--- src/rtl/reg_file_pkg.sv ---
// Shared types and default sizes for the pipelined register file.
package reg_file_pkg;

  typedef enum logic {
    RF_CLEAR = 1'b0,
    RF_READY = 1'b1
  } rf_state_e;

  localparam int RF_DATA_WIDTH = 32;
  localparam int RF_ADDR_WIDTH = 5;

  function automatic int rf_depth(input int aw);
    return 1 << aw;
  endfunction

endpackage

--- src/rtl/reg_file_clear_seq.sv ---
// Clear sequencer: walks every entry once after reset, then
// holds READY until the next reset.
module reg_file_clear_seq
  import reg_file_pkg::*;
#(
  parameter int ADDR_WIDTH = RF_ADDR_WIDTH
) (
  input  logic                  clk,
  input  logic                  rst,
  output logic [ADDR_WIDTH-1:0] clr_addr_o,
  output logic                  clr_we_o,
  output logic                  busy_o
);

  localparam int DEPTH = rf_depth(ADDR_WIDTH);
  localparam int CW    = ADDR_WIDTH + 1;
  localparam logic [CW-1:0] LAST = CW'(DEPTH - 1);

  rf_state_e     state_q;
  logic [CW-1:0] cnt_q;
  logic          busy_q;

  always_ff @(posedge clk) begin
    if (rst) begin
      state_q <= RF_CLEAR;
      cnt_q   <= '0;
      busy_q  <= 1'b1;
    end else begin
      unique case (state_q)
        RF_CLEAR: begin
          cnt_q <= cnt_q + CW'(1);
          if (cnt_q == LAST) begin
            state_q <= RF_READY;
            busy_q  <= 1'b0;
          end
        end
        RF_READY: begin
          state_q <= RF_READY;
        end
        default: begin
          state_q <= RF_CLEAR;
          cnt_q   <= '0;
          busy_q  <= 1'b1;
        end
      endcase
    end
  end

  // No clear write while rst is held; the counter restarts anyway.
  assign clr_we_o   = (state_q == RF_CLEAR) && !rst;
  assign clr_addr_o = cnt_q[ADDR_WIDTH-1:0];
  assign busy_o     = busy_q;

endmodule

--- src/rtl/reg_file_pipe.sv ---
// Two-read/one-write register file with registered outputs and a
// post-reset clear sweep. REGFILE_BYPASS_EN enables write-through.
module reg_file_pipe
  import reg_file_pkg::*;
#(
  parameter int DATA_WIDTH = RF_DATA_WIDTH,
  parameter int ADDR_WIDTH = RF_ADDR_WIDTH,
  parameter int ZERO_REG   = 1
) (
  input  logic                  clk,
  input  logic                  rst,
  input  logic                  we,
  input  logic [ADDR_WIDTH-1:0] rd,
  input  logic [DATA_WIDTH-1:0] dataIn,
  input  logic                  re,
  input  logic [ADDR_WIDTH-1:0] rs,
  input  logic [ADDR_WIDTH-1:0] rt,
  output logic [DATA_WIDTH-1:0] A,
  output logic [DATA_WIDTH-1:0] B,
  output logic                  busy
);

  localparam int DEPTH = rf_depth(ADDR_WIDTH);

  logic [DATA_WIDTH-1:0] mem_q [DEPTH];
  logic [ADDR_WIDTH-1:0] clr_addr;
  logic                  clr_we;
  logic                  busy_w;
  logic                  rd_zero;
  logic                  wr_ok;
  logic [DATA_WIDTH-1:0] a_d;
  logic [DATA_WIDTH-1:0] b_d;
  logic [DATA_WIDTH-1:0] a_q;
  logic [DATA_WIDTH-1:0] b_q;

  reg_file_clear_seq #(
    .ADDR_WIDTH(ADDR_WIDTH)
  ) u_seq (
    .clk       (clk),
    .rst       (rst),
    .clr_addr_o(clr_addr),
    .clr_we_o  (clr_we),
    .busy_o    (busy_w)
  );

  assign rd_zero = (ZERO_REG != 0) && (rd == '0);
  assign wr_ok   = we && !busy_w && !rst && !rd_zero;

  always_ff @(posedge clk) begin
    if (clr_we) begin
      mem_q[clr_addr] <= '0;
    end else if (wr_ok) begin
      mem_q[rd] <= dataIn;
    end
  end

  always_comb begin
    a_d = mem_q[rs];
    b_d = mem_q[rt];
`ifdef REGFILE_BYPASS_EN
    if (wr_ok && (rd == rs)) a_d = dataIn;
    if (wr_ok && (rd == rt)) b_d = dataIn;
`endif
    if ((ZERO_REG != 0) && (rs == '0)) a_d = '0;
    if ((ZERO_REG != 0) && (rt == '0)) b_d = '0;
  end

  always_ff @(posedge clk) begin
    if (rst || busy_w) begin
      a_q <= '0;
      b_q <= '0;
    end else if (re) begin
      a_q <= a_d;
      b_q <= b_d;
    end
  end

  assign A    = a_q;
  assign B    = b_q;
  assign busy = busy_w;

endmodule

--- config.mk ---
export PLATFORM = sky130hd
export DESIGN_NAME = reg_file_pipe
export DESIGN_NICKNAME = d
export VERILOG_FILES = /design/src/rtl/reg_file_pkg.sv /design/src/rtl/reg_file_clear_seq.sv /design/src/rtl/reg_file_pipe.sv
export SDC_FILE = /design/constraint.sdc
export NUM_CORES = 1
export LEC_CHECK = 0
export CAP_MARGIN = 30
export CORE_MARGIN = 8
export CORE_UTILIZATION = 49
export CTS_CLUSTER_SIZE = 8
export DETAILED_ROUTE_END_ITERATION = 10
export GPL_TIMING_DRIVEN = 0
export PLACE_DENSITY = 0.68
export SETUP_SLACK_MARGIN = 0.5
export SLEW_MARGIN = 20
export SYNTH_ARGS = -nofsm -noshare
export SYNTH_HDL_FRONTEND = slang
export SYNTH_HIERARCHICAL = 1
export SYNTH_SLANG_ARGS = --single-unit
--- constraint.sdc ---
create_clock -name clk -period 10.2 [get_ports clk]
set_input_delay 3.06 -clock clk [delete_from_list [all_inputs] [get_ports clk]]
set_output_delay 3.06 -clock clk [all_outputs]
set_load 0.005 [all_outputs]
# After elaboration in Yosys (flattened, before gate mapping)
# Memory sizes are Yosys's and may differ from the RTL's.
# Cells that the tools add are included.
# totals
reg_bits	72
ramBits	1024
input_bits	51
elab_cells	34
n_memories	1
# memory_table
name	words	word_bits	read_ports	rd_ports_with_merged_regs	write_ports	line	rtl
mem_q	32	32	2	0	1	reg_file_pipe.sv:25	logic [DATA_WIDTH-1:0] mem_q [DEPTH];
# classes
add_sub_neg	1
n_eq_ne	1
mux	12
bitwise	1
reduce_logical	13
# op_table
operator	n
32-bit 2-to-1 mux	3
32-bit OR reduction	1
5-bit zero test	3
1-bit 2-to-1 mux	7
6-bit by 1-bit adder with 6-bit output (second input constant)	1
6-bit by 5-bit equality test with 1-bit output (second input constant)	1
5-bit 2-to-1 mux	1
1-bit logical AND	4
1-bit zero test	3
1-bit one-hot mux with 2 select lines	1
2-bit AND reduction	1
1-bit logical OR	1
1-bit inverter	1

# Depth between registers and ports, before layout
# depth
word_depth	9
ltp_mapped	9
mapped_depth_nobuf	5

# Cells and area by module
# The synthesis kept the hierarchy.
# modules_own_cells
mod	n_inst	cells_per_inst	area_each_um2	seq_area_each_um2
reg_file_pipe	1	2527	49338.6	32030.7
reg_file_clear_seq	1	39	376.6	160.2

# Least setup slack after synthesis
# No wires, ideal clock.
# synth_path
path_type	input to register
start	input port rst
end	memory mem_q[29][0] (netlist name) (enable)
setup_ns	0.421
arrival_time_ns	5.883
required_time_ns	9.779
path_slack_ns	3.896
cell_stages	6
path_buffers	1
path_cell_list	or3b_1 > a211oi_2 > buf_2 > mux2i_1 > nand2_1 > nor2_1
# synth_between
elab_chain_cells	8
# synth_rtl
item	line	rtl
start, declared	reg_file_pipe.sv:11	input logic rst,
1-bit zero test *	reg_file_clear_seq.sv:50, reg_file_pipe.sv:47	
1-bit logical AND (2 in a row)	reg_file_pipe.sv:47	assign wr_ok = we && !busy_w && !rst && !rd_zero;
1-bit 2-to-1 mux	reg_file_pipe.sv:52	end else if (wr_ok) begin
1-bit 2-to-1 mux	reg_file_pipe.sv:50	if (clr_we) begin
1-bit 2-to-1 mux (implied by the code)	reg_file_pipe.sv:53	mem_q[rd] <= dataIn;
32-bit OR reduction (no source line)	-	
5-bit 2-to-1 mux (no source line) / 1-bit 2-to-1 mux (equally long branches)	-	
end, declared	reg_file_pipe.sv:25	
# Every way passes the cells marked *; elsewhere a longest branch is shown, timed or not.

# Final worst setup path
# layout_path
start	input port rst
end	memory mem_q[3][9] (netlist name) (enable)
# layout_lines
item	line	rtl
1-bit zero test *	reg_file_clear_seq.sv:50	assign clr_we_o = (state_q == RF_CLEAR) && !rst;
1-bit logical AND *	reg_file_clear_seq.sv:50	
named net clr_we	reg_file_pipe.sv:27	logic clr_we;
1-bit 2-to-1 mux	reg_file_pipe.sv:50	
1-bit 2-to-1 mux (implied by the code)	reg_file_pipe.sv:53	
32-bit OR reduction (no source line)	-	
5-bit 2-to-1 mux (no source line) / 1-bit 2-to-1 mux (equally long branches)	-	
# The timed path passes the listed nets; every way through them passes the cells marked *.

==> metrics.txt <==
# TYPE chip_impl_metric gauge
chip_impl_metric{name="instances_no_fill",unit=""} 4405
chip_impl_metric{name="die_area",unit="µm²"} 112000
chip_impl_metric{name="min_period",unit="ps"} 6770
chip_impl_metric{name="globalRouteTotalUtil",unit="%"} 30.0
chip_impl_metric{name="clkSlewWorstSetupHoldPaths",unit="ps"} 50
chip_impl_metric{name="dieHeight",unit="µm"} 335
chip_impl_metric{name="cp_slowest_stage_delay",unit="ps"} 730
chip_impl_metric{name="grt_antenna_before_repair",unit=""} 13
chip_impl_metric{name="cts_hold_buf",unit=""} 0
chip_impl_metric{name="cts.htree.levels",unit=""} 4
chip_impl_metric{name="yosys.cell_types.count",unit=""} 51
chip_impl_metric{name="route.detailed.vias_per_inst",unit=""} 7.04
chip_impl_info{name="worst_setup_path_startpoint",value="rst"} 1
chip_impl_metric{name="rows",unit=""} 117
chip_impl_metric{name="synth-edff-count",unit=""} 1024
chip_impl_metric{name="cts.path.max_buffers",unit=""} 3
chip_impl_info{name="r2r-start",value="u_seq/busy_o"} 1
chip_impl_metric{name="synth.avg_cell_area",unit="µm²"} 19.4
chip_impl_metric{name="totalNegativeSetupSlack",unit="ps"} 0
chip_impl_metric{name="postLayoutCoreUtil",unit="%"} 58.4
chip_impl_metric{name="dp.cells",unit=""} 4132
chip_impl_metric{name="core_region_area",unit="µm²"} 101000
chip_impl_metric{name="grt_pass1_wl",unit="µm"} 236000
chip_impl_metric{name="relSlewSlack",unit="%"} 29.1
chip_impl_metric{name="synth_cells",unit=""} 2566
chip_impl_metric{name="finalInstanceArea",unit="µm²"} 59000
chip_impl_metric{name="post_synthesis_cell_area",unit="µm²"} 49700
chip_impl_metric{name="postCtsSetupBuffers",unit=""} 0
chip_impl_metric{name="area_growth",unit="%"} 18.7
chip_impl_info{name="worstHoldPathType",value="reg -> reg"} 1
chip_impl_metric{name="initialDrtViolationCount",unit=""} 5351
chip_impl_info{name="holdCritStartpoint",value="A[22]"} 1
chip_impl_info{name="cts.root.buffer_cell",value="clkbuf_16"} 1
chip_impl_info{name="crit_end_category",value="flip-flop"} 1
chip_impl_metric{name="clock_latency",unit="ps"} 750
chip_impl_info{name="cts_tree",value="built"} 1
chip_impl_metric{name="worst_endpoint_data_arrival_time",unit="ps"} 7200
chip_impl_metric{name="fin_skew",unit="ps"} 24.6
chip_impl_info{name="crit_path_start_kind",value="primary input"} 1
chip_impl_metric{name="worstPathMaxFanout",unit=""} 14
chip_impl_metric{name="worst_margin_slew",unit="ps"} 1060
chip_impl_metric{name="cellPowerDensity",unit="nW/µm²"} 174
chip_impl_metric{name="required",unit="ps"} 10620
chip_impl_info{name="worst_path_max_delay_cell",value="clkdlybuf4s50_1"} 1
chip_impl_metric{name="initial_utilization",unit="%"} 49.1
chip_impl_metric{name="post-dp-hpwl",unit="µm"} 120000
chip_impl_metric{name="drt.antenna.violating_nets",unit=""} 0
chip_impl_metric{name="port_buffers",unit=""} 108
chip_impl_metric{name="wire_per_inst",unit="µm"} 38.6
chip_impl_metric{name="place_congestion",unit=""} 0.958
chip_impl_metric{name="detailedRoute.firstPassIterationCount",unit=""} 8
chip_impl_metric{name="cts_resized",unit=""} 0
chip_impl_metric{name="synth_top_cell_area_share",unit="%"} 61.9
chip_impl_metric{name="maximum_number_of_pins_on_one_net_before_global_route_repair",unit=""} 33
chip_impl_metric{name="post_route_cells_drive_above_1_share",unit="%"} 31.2
chip_impl_metric{name="globalRoute.totalOverflow",unit=""} 0
chip_impl_info{name="grt_setup_unrepaired",value="false"} 1
chip_impl_metric{name="async_reset_ff_share",unit="%"} 0
chip_impl_metric{name="report.final.hold_viol_count",unit=""} 0
chip_impl_metric{name="via_count_of_the_first_global_routing_pass",unit=""} 31298
chip_impl_info{name="crit_path_cell_trace",value="clkdlybuf4s50_1 > clkbuf_1 > nor2_1 > a211oi_2 > buf_2 > mux2i_1 > nand2_1 > nor2_4 > buf_16 > buf_16"} 1
chip_impl_metric{name="finalHoldWorstSlack",unit="ps"} 465
chip_impl_metric{name="fp.dieW",unit="µm"} 335
chip_impl_info{name="worst_path_most_repeated_cell",value="buf_16"} 1
chip_impl_metric{name="synth.net_count",unit=""} 2618
chip_impl_metric{name="report.final.setup_viol",unit=""} 0
chip_impl_metric{name="yosysWarnings",unit=""} 6
chip_impl_metric{name="ioPinCount",unit=""} 116
chip_impl_info{name="ys.flop_type",value="edfxtp_1"} 1
chip_impl_info{name="cpLargestDelayFamily",value="buffers and inverters"} 1
chip_impl_info{name="run_status",value="complete, no violations"} 1
chip_impl_info{name="synthTopCellsByArea",value="edfxtp_1, mux4_2, mux2i_1"} 1
chip_impl_metric{name="tritoncts.num_buffers",unit=""} 155
chip_impl_metric{name="ys_seq_elements",unit=""} 1096
chip_impl_info{name="crit_type",value="in -> reg"} 1
chip_impl_metric{name="route.detailed.drc",unit=""} 0
chip_impl_metric{name="wirelength",unit="µm"} 170000
chip_impl_metric{name="placed_cell_area",unit="µm²"} 54600
chip_impl_metric{name="timing.final.max_slew_violations",unit=""} 0
chip_impl_metric{name="p_leak",unit="nW"} 20.5
chip_impl_metric{name="sequential_cell_area_fraction_in_the_yosys_report",unit="%"} 64.8
chip_impl_metric{name="critPathBufInv",unit=""} 5
chip_impl_metric{name="cap_viol_max_count",unit=""} 0
chip_impl_info{name="post-synth-top-area-cell",value="edfxtp_1"} 1
chip_impl_metric{name="maximum_operating_frequency",unit="MHz"} 148
chip_impl_metric{name="cts_sinks",unit=""} 1096
chip_impl_metric{name="maximum_vdd_ir_drop",unit="mV"} 0.116
chip_impl_metric{name="post-route-period-util",unit="%"} 66.4
chip_impl_metric{name="layout.nets",unit=""} 2979
chip_impl_metric{name="num_vias",unit=""} 31008
sequential cells by signal, indices dropped and copies added, names as in the netlist:
name,flops
A,32
B,32
u_seq/busy_o,1
u_seq/cnt_q,6
u_seq/state_q,1
mem_q,1024
metal layers:
metal,up-vias,track usage (%),part of all wire [%]
met5,-,0,0.040
met2,2580,46.7,46
li1,11760,-,-
met4,10,13.0,4.9
met1,16110,37.9,35
met3,548,11.0,14
tightest hold or removal path: cells and delay by family (launching register included):
family	cells	cell delay [ps]
flip-flops	1	320
AO/OA/AOI/OAI	1	60
AND/OR/NAND/NOR	1	50
final timing paths:
| kind | endpoint | slack [ps] | cells past startpoint |
|---|---|---|---|
| setup / recovery | mem_q[3][9] | 3430 | 10 |
| hold reg to reg | A[22] | 460 | 2 |
| hold / removal | A[22] | 460 | 2 |
| setup reg to reg | mem_q[3][9] | 6110 | 8 |
layout make-up:
class,count,area (µm²)
fill,7311,42100
sequential,1096,32200
multi-input combinational,1227,16600
clock buffer,253,4270
timing repair buffer,204,2940
tap,1368,1710
buffer,207,1110
inverter,36,135
clock inverter,10,106
antenna,4,10.0
cell usage after synthesis (3+ instances only):
| cell | n |
|---|---|
| nand4b_1 | 3 |
| mux2i_1 | 178 |
| edfxtp_1 | 1024 |
| nor2b_1 | 26 |
| nor2_1 | 45 |
| buf_6 | 20 |
| nand2b_1 | 8 |
| dfxtp_1 | 72 |
| buf_1 | 21 |
| a21oi_1 | 33 |
| inv_1 | 36 |
| a2111oi_1 | 18 |
| mux4_2 | 460 |
| a2111oi_0 | 43 |
| buf_2 | 49 |
| o22ai_1 | 94 |
| o31ai_1 | 32 |
| a31oi_1 | 4 |
| a211oi_1 | 38 |
| and2_1 | 34 |
| a22o_1 | 43 |
| buf_4 | 31 |
| mux2_2 | 62 |
| o21ai_0 | 13 |
| o21ai_1 | 19 |
| clkbuf_1 | 85 |
| nand2_1 | 44 |
per-stage QoR:
stage	setup slack (ps)	power, W
after floorplan	3900	0.00535
after detailed placement	2620	0.00561
after global routing	3300	0.0105
after global placement	492	0.00558
final	3430	0.0103
after CTS	3400	0.0102
cell usage in the layout, fill, tap and decap left out, types with 3 or more instances in the layout:
cell type and n:
buf_2 49, buf_1 23, buf_8 16, buf_12 32, nor2b_1 22, buf_4 32
mux2_2 62, and2_2 20, inv_1 36, buf_6 37, nand2_1 44, mux2i_1 178
clkbuf_1 181, o21ai_0 13, nand4b_1 3, dfxtp_1 72, o21ai_1 19, nor2_4 28
o31ai_1 32, a2111oi_0 43, nand2b_1 8, clkdlybuf4s50_1 108, and2_1 14, o22ai_1 94
edfxtp_1 1024, nor2_1 16, nor2b_4 4, mux4_2 460, inv_6 7, buf_16 28
diode_2 4, a2111oi_1 18, a22o_1 43, a21oi_1 33, clkbuf_16 156, a211oi_1 38
cell families after synthesis:
logic type / count (synthesis) / synth area share, %
XOR/XNOR: 4 / 0.0705
AND/OR/NAND/NOR: 175 / 1.79
buffers and inverters: 243 / 2.50
AO/OA/AOI/OAI: 346 / 5.01
multiplexers: 701 / 25.9
adder cells (fa/ha/maj): 1 / 0.0252
flip-flops: 1096 / 64.8
power by group:
group / leakage [nW] / switching, W / internal, W
logic: 7.02 / 0.000396 / 0.000262
registers: 11.4 / 0.0000115 / 0.00488
clock network: 2.09 / 0.00189 / 0.00283
No activity file was read; power rests on OpenSTA's default activity.
